`src/rtl/hdmi_pkg.sv`:
```
// Shared HDMI/VGA types and 640x480 raster timing constants.
// HDMI_PS_UFLOW_FILL_EN selects a visible blue underflow fill pixel instead of black.
package hdmi_pkg;

    typedef struct packed {
        logic [7:0] red;
        logic [7:0] grn;
        logic [7:0] blu;
    } rgb_t;

    typedef enum logic [1:0] {WAIT_SOF, WAIT_FRAME, RUN} ps_state_e;

    localparam int H_ACTIVE = 640;
    localparam int H_FRONT  = 16;
    localparam int H_SYNC   = 96;
    localparam int H_BACK   = 48;
    localparam int V_ACTIVE = 480;
    localparam int V_FRONT  = 10;
    localparam int V_SYNC   = 2;
    localparam int V_BACK   = 33;

`ifdef HDMI_PS_UFLOW_FILL_EN
    localparam rgb_t UFLOW_FILL = 24'h0000FF;
`else
    localparam rgb_t UFLOW_FILL = 24'h000000;
`endif

endpackage

```
`src/rtl/hdmi_pixel_streamer_if.sv`:
```
// SOF/EOL framed ready/valid pixel stream.
interface hdmi_pixel_streamer_if #(parameter int COLOR_DEPTH = 24);
    logic                   valid;
    logic                   ready;
    logic [COLOR_DEPTH-1:0] data;
    logic                   sof;
    logic                   eol;

    modport master (output valid, data, sof, eol, input ready);
    modport slave  (input valid, data, sof, eol, output ready);
endinterface

```
`src/rtl/pixel_fifo.sv`:
```
// Synchronous FIFO with flush; pointers carry a wrap bit to tell full from empty.
module pixel_fifo #(
    parameter int WIDTH = 26,
    parameter int DEPTH = 16
) (
    input  logic             clk,
    input  logic             rstn,
    input  logic             push,
    input  logic             pop,
    input  logic             flush,
    input  logic [WIDTH-1:0] wr_data,
    output logic [WIDTH-1:0] rd_data,
    output logic             full,
    output logic             empty
);
    localparam int AW = $clog2(DEPTH);

    logic [WIDTH-1:0] mem [DEPTH];
    logic [AW:0]      wr_ptr, rd_ptr;
    logic             do_push, do_pop;

    assign empty   = (wr_ptr == rd_ptr);
    assign full    = (wr_ptr[AW] != rd_ptr[AW]) && (wr_ptr[AW-1:0] == rd_ptr[AW-1:0]);
    assign rd_data = mem[rd_ptr[AW-1:0]];
    assign do_push = push && !full && !flush;
    assign do_pop  = pop && !empty && !flush;

    always_ff @(posedge clk or negedge rstn) begin
        if (!rstn) begin
            wr_ptr <= '0;
            rd_ptr <= '0;
        end else if (flush) begin
            wr_ptr <= '0;
            rd_ptr <= '0;
        end else begin
            if (do_push) wr_ptr <= wr_ptr + 1'b1;
            if (do_pop)  rd_ptr <= rd_ptr + 1'b1;
        end
    end

    always_ff @(posedge clk) begin
        if (do_push) mem[wr_ptr[AW-1:0]] <= wr_data;
    end
endmodule

```
`src/rtl/hdmi_pixel_streamer.sv`:
```
// Aligns a framed pixel stream to the controller's raster and feeds the TMDS encoders.
// HDMI_PS_UFLOW_FILL_EN (via hdmi_pkg) makes starved pixels blue instead of black.
module hdmi_pixel_streamer
    import hdmi_pkg::*;
#(
    parameter int COLOR_DEPTH = 24,
    parameter int FIFO_DEPTH  = 16,
    parameter int HA          = H_ACTIVE,
    parameter int VA          = V_ACTIVE
) (
    input  logic                        clk,
    input  logic                        rstn,
    hdmi_pixel_streamer_if.slave        s,
    input  logic                        i_frame_start,
    input  logic                        i_data_en,
    output logic [7:0]                  o_red,
    output logic [7:0]                  o_grn,
    output logic [7:0]                  o_blu,
    output logic                        o_locked,
    output logic                        o_underflow,
    output logic                        o_sync_lost
);
    localparam int EW = COLOR_DEPTH + 2;
    localparam int XW = $clog2(HA);
    localparam int YW = $clog2(VA);

    ps_state_e       state, state_nxt;
    logic [XW-1:0]   x;
    logic [YW-1:0]   y;
    logic [EW-1:0]   head;
    logic            full, empty, push, pop, flush;
    logic            run_de, at_origin, at_eol, frame_err;
    rgb_t            pix_q;

    assign at_origin = (x == '0) && (y == '0);
    assign at_eol    = (x == XW'(HA - 1));
    assign run_de    = (state == RUN) && i_data_en;
    assign pop       = run_de && !empty;
    // head = {sof, eol, pixel}; framing must match the raster position it lands on
    assign frame_err = pop && ((head[EW-1] != at_origin) || (head[EW-2] != at_eol));
    assign s.ready   = (state == WAIT_SOF) || !full;
    // pre-SOF beats are accepted and dropped; a flush drops any beat landing with it
    assign push      = s.valid && s.ready && !flush && ((state != WAIT_SOF) || s.sof);

    pixel_fifo #(.WIDTH(EW), .DEPTH(FIFO_DEPTH)) u_fifo (
        .clk     (clk),
        .rstn    (rstn),
        .push    (push),
        .pop     (pop),
        .flush   (flush),
        .wr_data ({s.sof, s.eol, s.data}),
        .rd_data (head),
        .full    (full),
        .empty   (empty)
    );

    always_ff @(posedge clk or negedge rstn) begin
        if (!rstn) state <= WAIT_SOF;
        else       state <= state_nxt;
    end

    always_comb begin
        state_nxt = state;
        flush     = 1'b0;
        case (state)
            WAIT_SOF:   if (s.valid && s.sof) state_nxt = WAIT_FRAME;
            WAIT_FRAME: if (i_frame_start)    state_nxt = RUN;
            RUN: begin
                if (frame_err || (i_frame_start && !at_origin)) begin
                    flush     = 1'b1;
                    state_nxt = WAIT_SOF;
                end
            end
            default:    state_nxt = WAIT_SOF;
        endcase
    end

    // raster position only runs in RUN, so entering RUN always starts at (0,0)
    always_ff @(posedge clk or negedge rstn) begin
        if (!rstn) begin
            x <= '0;
            y <= '0;
        end else if (state != RUN) begin
            x <= '0;
            y <= '0;
        end else if (i_data_en) begin
            if (at_eol) begin
                x <= '0;
                y <= (y == YW'(VA - 1)) ? '0 : y + 1'b1;
            end else begin
                x <= x + 1'b1;
            end
        end
    end

    always_ff @(posedge clk or negedge rstn) begin
        if (!rstn) begin
            pix_q       <= '0;
            o_underflow <= 1'b0;
            o_sync_lost <= 1'b0;
        end else begin
            pix_q       <= !run_de ? rgb_t'('0) : (empty ? UFLOW_FILL : rgb_t'(head[COLOR_DEPTH-1:0]));
            o_underflow <= run_de && empty;
            o_sync_lost <= flush;
        end
    end

    assign o_red    = pix_q.red;
    assign o_grn    = pix_q.grn;
    assign o_blu    = pix_q.blu;
    assign o_locked = (state == RUN);
endmodule

```
`src/flat_wrapper.sv`:
```
// flat-port wrapper written by rule: the top's interface ports become plain ports
module hdmi_pixel_streamer_flat import hdmi_pkg::*;
#(
    parameter int COLOR_DEPTH = 24,
    parameter int FIFO_DEPTH  = 16,
    parameter int HA          = H_ACTIVE,
    parameter int VA          = V_ACTIVE
)
  (clk, rstn, i_frame_start, i_data_en, o_red, o_grn, o_blu, o_locked, o_underflow, o_sync_lost, s_valid, s_data, s_sof, s_eol, s_ready);
  hdmi_pixel_streamer_if #(.COLOR_DEPTH(COLOR_DEPTH)) s_i ();
  input  logic clk;
  input  logic rstn;
  input  logic i_frame_start;
  input  logic i_data_en;
  output logic [7:0] o_red;
  output logic [7:0] o_grn;
  output logic [7:0] o_blu;
  output logic o_locked;
  output logic o_underflow;
  output logic o_sync_lost;
  input wire logic [$bits(s_i.valid)-1:0] s_valid;
  input wire logic [$bits(s_i.data)-1:0] s_data;
  input wire logic [$bits(s_i.sof)-1:0] s_sof;
  input wire logic [$bits(s_i.eol)-1:0] s_eol;
  output wire logic [$bits(s_i.ready)-1:0] s_ready;
  assign s_i.valid = s_valid;
  assign s_i.data = s_data;
  assign s_i.sof = s_sof;
  assign s_i.eol = s_eol;
  assign s_ready = s_i.ready;
  hdmi_pixel_streamer #(.COLOR_DEPTH(COLOR_DEPTH), .FIFO_DEPTH(FIFO_DEPTH), .HA(HA), .VA(VA)) u_core (.clk(clk), .rstn(rstn), .s(s_i), .i_frame_start(i_frame_start), .i_data_en(i_data_en), .o_red(o_red), .o_grn(o_grn), .o_blu(o_blu), .o_locked(o_locked), .o_underflow(o_underflow), .o_sync_lost(o_sync_lost));
endmodule
```
`config.mk`:
```
export PLATFORM = sky130hd
export DESIGN_NAME = hdmi_pixel_streamer_flat
export DESIGN_NICKNAME = d
export VERILOG_FILES = /design/src/rtl/hdmi_pkg.sv /design/src/rtl/hdmi_pixel_streamer_if.sv /design/src/rtl/pixel_fifo.sv /design/src/rtl/hdmi_pixel_streamer.sv /design/src/flat_wrapper.sv
export SDC_FILE = /design/constraint.sdc
export NUM_CORES = 1
export LEC_CHECK = 0
export CAP_MARGIN = 5
export CORE_MARGIN = 2
export CORE_UTILIZATION = 35
export CTS_CLUSTER_DIAMETER = 100
export DETAILED_ROUTE_END_ITERATION = 6
export PLACE_DENSITY = 0.57
export SLEW_MARGIN = 30
export SYNTH_ARGS = -nofsm -noshare
export SYNTH_HDL_FRONTEND = slang
export SYNTH_SLANG_ARGS = --single-unit
```
`constraint.sdc`:
```
create_clock -name clk -period 4.6 [get_ports clk]
set_clock_uncertainty 0.15 [all_clocks]
set_input_delay 0.92 -clock clk [delete_from_list [all_inputs] [get_ports clk]]
set_output_delay 0.92 -clock clk [all_outputs]
set_load 0.01 [all_outputs]
```
==> reports/results.tsv <==
metric	value	unit
period_needed	3720	ps
fillers	4555	
place_congestion	0.744	
die_area	0.0548	mm²
clock_latency	600	ps
start_util	35.3	%
grt_pass1_wl	58500	µm
yosys.area.top_type	edfxtp_1	
cts_buffer_depth	3	
ys_async_sr_fraction	12.1	%
port_buffers	58	
syn_nets	912	
hold_path_class	in2async	
synth_warnings	0	
p_leak	7.04	nW
dieWidth	234	µm
rows	84	
min_period_over_period	80.8	%
critPathKind	reg2out	
hold_viol	0	
yosysUniqueCellTypes	44	
multi_input_comb_area	0.00450	mm²
fin_nets	1023	
tightest_slew	878	ps
syn-instance-count	872	
rsz0062_at_grt	no	
die_h	234	µm
dr.pass1.iters	4	
cts-root-buf	clkbuf_16	
synth-main-ff-cell	edfxtp_1	
cts.clk_slew.worst_paths	60	ps
p_per_area	513	mW/mm²
synth.yosys.seq_area_share	75.1	%
crit_fanout	27	
relSlewSlack	41.5	%
wire_per_inst	22.3	µm
path_buf_inv	2	
ff_latch_area	0.0139	mm²
cts_tree	yes	
reg2reg_to	u_core.u_fifo.mem[15][18]	
cts-resized-gates	0	
end_kind	primary output	
drtIter0Drc	785	
layout.cells.most_common_list	edfxtp_1 (416), mux4_2 (124), clkdlybuf4s50_1 (57)	
path_cells	xor2_1, nor4_1, buf_4, o211ai_1, clkdlybuf4s50_1	
vias	8540	
globalRouteOverflowTotal	0	
boundaryPins	59	
startpoint_type	flip-flop	
wl	38200	µm
cp_top_family	buffers and inverters	
cts_hold_buf	0	
maxCapViolCount	0	
grt_pass1_vias	9243	
arrival	2650	ps
grtUsageTotal	14.4	%
worstPathRequired	3530	ps
synth_edf_count	416	
slew_violations	0	
critPathSlowestCell	dfrtp_4	
total_power	11.2	mW
grt_max_degree	58	
status	finished clean	
cts-buffers-inserted	49	
max_stage_delay	650	ps
core-area	0.0524	mm²
cts_sinks	473	
htree_levels	2	
antenna_left	0	
drive_above_1_share	27.5	%
synth_area	0.0185	mm²
ys_ff_latch	473	
synth.avg_cell_area	21.3	µm²
mostFrequentLayoutCell	edfxtp_1	
yosysTopAreaCellShare	67.4	%
synthToLayoutAreaGrowth	18.1	%
timing.rr.start	u_core.u_fifo.rd_ptr[0]	
ir_drop	0.000284	V
yosys-top-cells-area	edfxtp_1 (67%), mux4_2 (15%), dfrtp_1 (7.7%)	
routed_via_density	4.99	
setup_viol_count_final	0	
diodes	0	
reg2reg_depth	7	
fmax	269	MHz
dpl.hpwl	22300	µm
r2r_setup_slack	1120	ps
drc	0	
tns	0	ps
grt_antenna_before_repair	2	
postCtsSetupBuffers	0	
==> synthesized netlist by cell type (4+ instances only) <==
library cell and count:
a21oi_1 13, and2_1 26, and3_1 4, buf_2 14
clkbuf_1 18, dfrtp_1 57, edfxtp_1 416, ha_1 9
inv_1 10, mux2i_1 4, mux4_1 5, mux4_2 124
nand2_1 30, nand2b_1 4, nand3_1 15, nand4_1 6
nor2_1 22, nor2b_1 4, nor3_1 6, nor3_2 20
o21ai_0 8, o31ai_1 4, xnor2_1 8, xor2_1 14
==> area by class of cell <==
class                   count  share of cell area, %
flip-flops and latches    473                   63.6
multi-input cells         349                   20.5
clock buffers              60                   6.02
repair buffers            100                   4.15
well taps                 688                   3.93
clock inverters            32                   1.57
inverters                  10                  0.171
==> cell families after synthesis <==
| logic type | synth area share (%) |
|---|---|
| DFF | 75.1 |
| and+or+nand+nor | 4.78 |
| muxes | 16.1 |
| buffers and inverters | 1.27 |
| AOI/OAI and AO/OA | 1.03 |
| xor gates and xnor gates | 1.19 |
| adders and majority gates | 0.607 |
==> flip-flops by register name, indices dropped and copies added (netlist names), 2 cells and up <==
| signal | count |
|---|---|
| u_core.o_red | 8 |
| u_core.o_grn | 8 |
| u_core.u_fifo.rd_ptr | 5 |
| u_core.o_blu | 8 |
| u_core.x | 10 |
| u_core.u_fifo.wr_ptr | 5 |
| u_core.u_fifo.mem | 416 |
| u_core.state | 2 |
| u_core.y | 9 |
==> metrics by stage <==
| stage | std cells | area [µm²] | setup WS (ps) | hold WS [ps] | utilization (%) |
|---|---|---|---|---|---|
| 5_1_grt | 1712 | 21900 | 745 | 231 | 41.7 |
| 4_1_cts | 1712 | 21900 | 809 | 337 | 41.7 |
| 3_3_place_gp | 1620 | 20200 | 856 | 331 | 38.6 |
| 6_report | 1712 | 21900 | 885 | 172 | 41.7 |
| 3_5_place_dp | 1620 | 20200 | 839 | 343 | 38.6 |
| 2_1_floorplan | 872 | 18500 | 273 | 308 | - |
==> power breakdown <==
part / internal, mW / switching [mW] / total (mW)
Sequential: 4.99 / 0.165 / 5.16
Clock: 2.34 / 1.69 / 4.03
Combinational: 0.976 / 1.06 / 2.04
==> worst max-delay path by stage <==
| stage | start | endpoint | slack, ps | cells past startpoint |
|---|---|---|---|---|
| 2_1_floorplan | u_core.u_fifo.rd_ptr[0] | u_core.u_fifo.mem[9][0] | 270 | 6 |
| 3_3_place_gp | s_sof | u_core.u_fifo.mem[2][8] | 860 | 8 |
| 3_5_place_dp | s_sof | u_core.u_fifo.mem[6][9] | 840 | 8 |
| 4_1_cts | u_core.u_fifo.rd_ptr[1] | s_ready | 810 | 5 |
| 5_1_grt | u_core.u_fifo.rd_ptr[1] | s_ready | 740 | 5 |
| 6_report | u_core.u_fifo.rd_ptr[1] | s_ready | 880 | 5 |
==> layer usage <==
| metal | wire length, µm | global-route usage [%] | part of all wire (%) |
|---|---|---|---|
| met1 | 17800 | 20.6 | 47 |
| met2 | 18100 | 22.7 | 48 |
| met3 | 1500 | 2.44 | 3.9 |
| met4 | 733 | 4.27 | 1.9 |
| met5 | 13 | 0 | 0.034 |
Power figures use the tool's default switching activity.
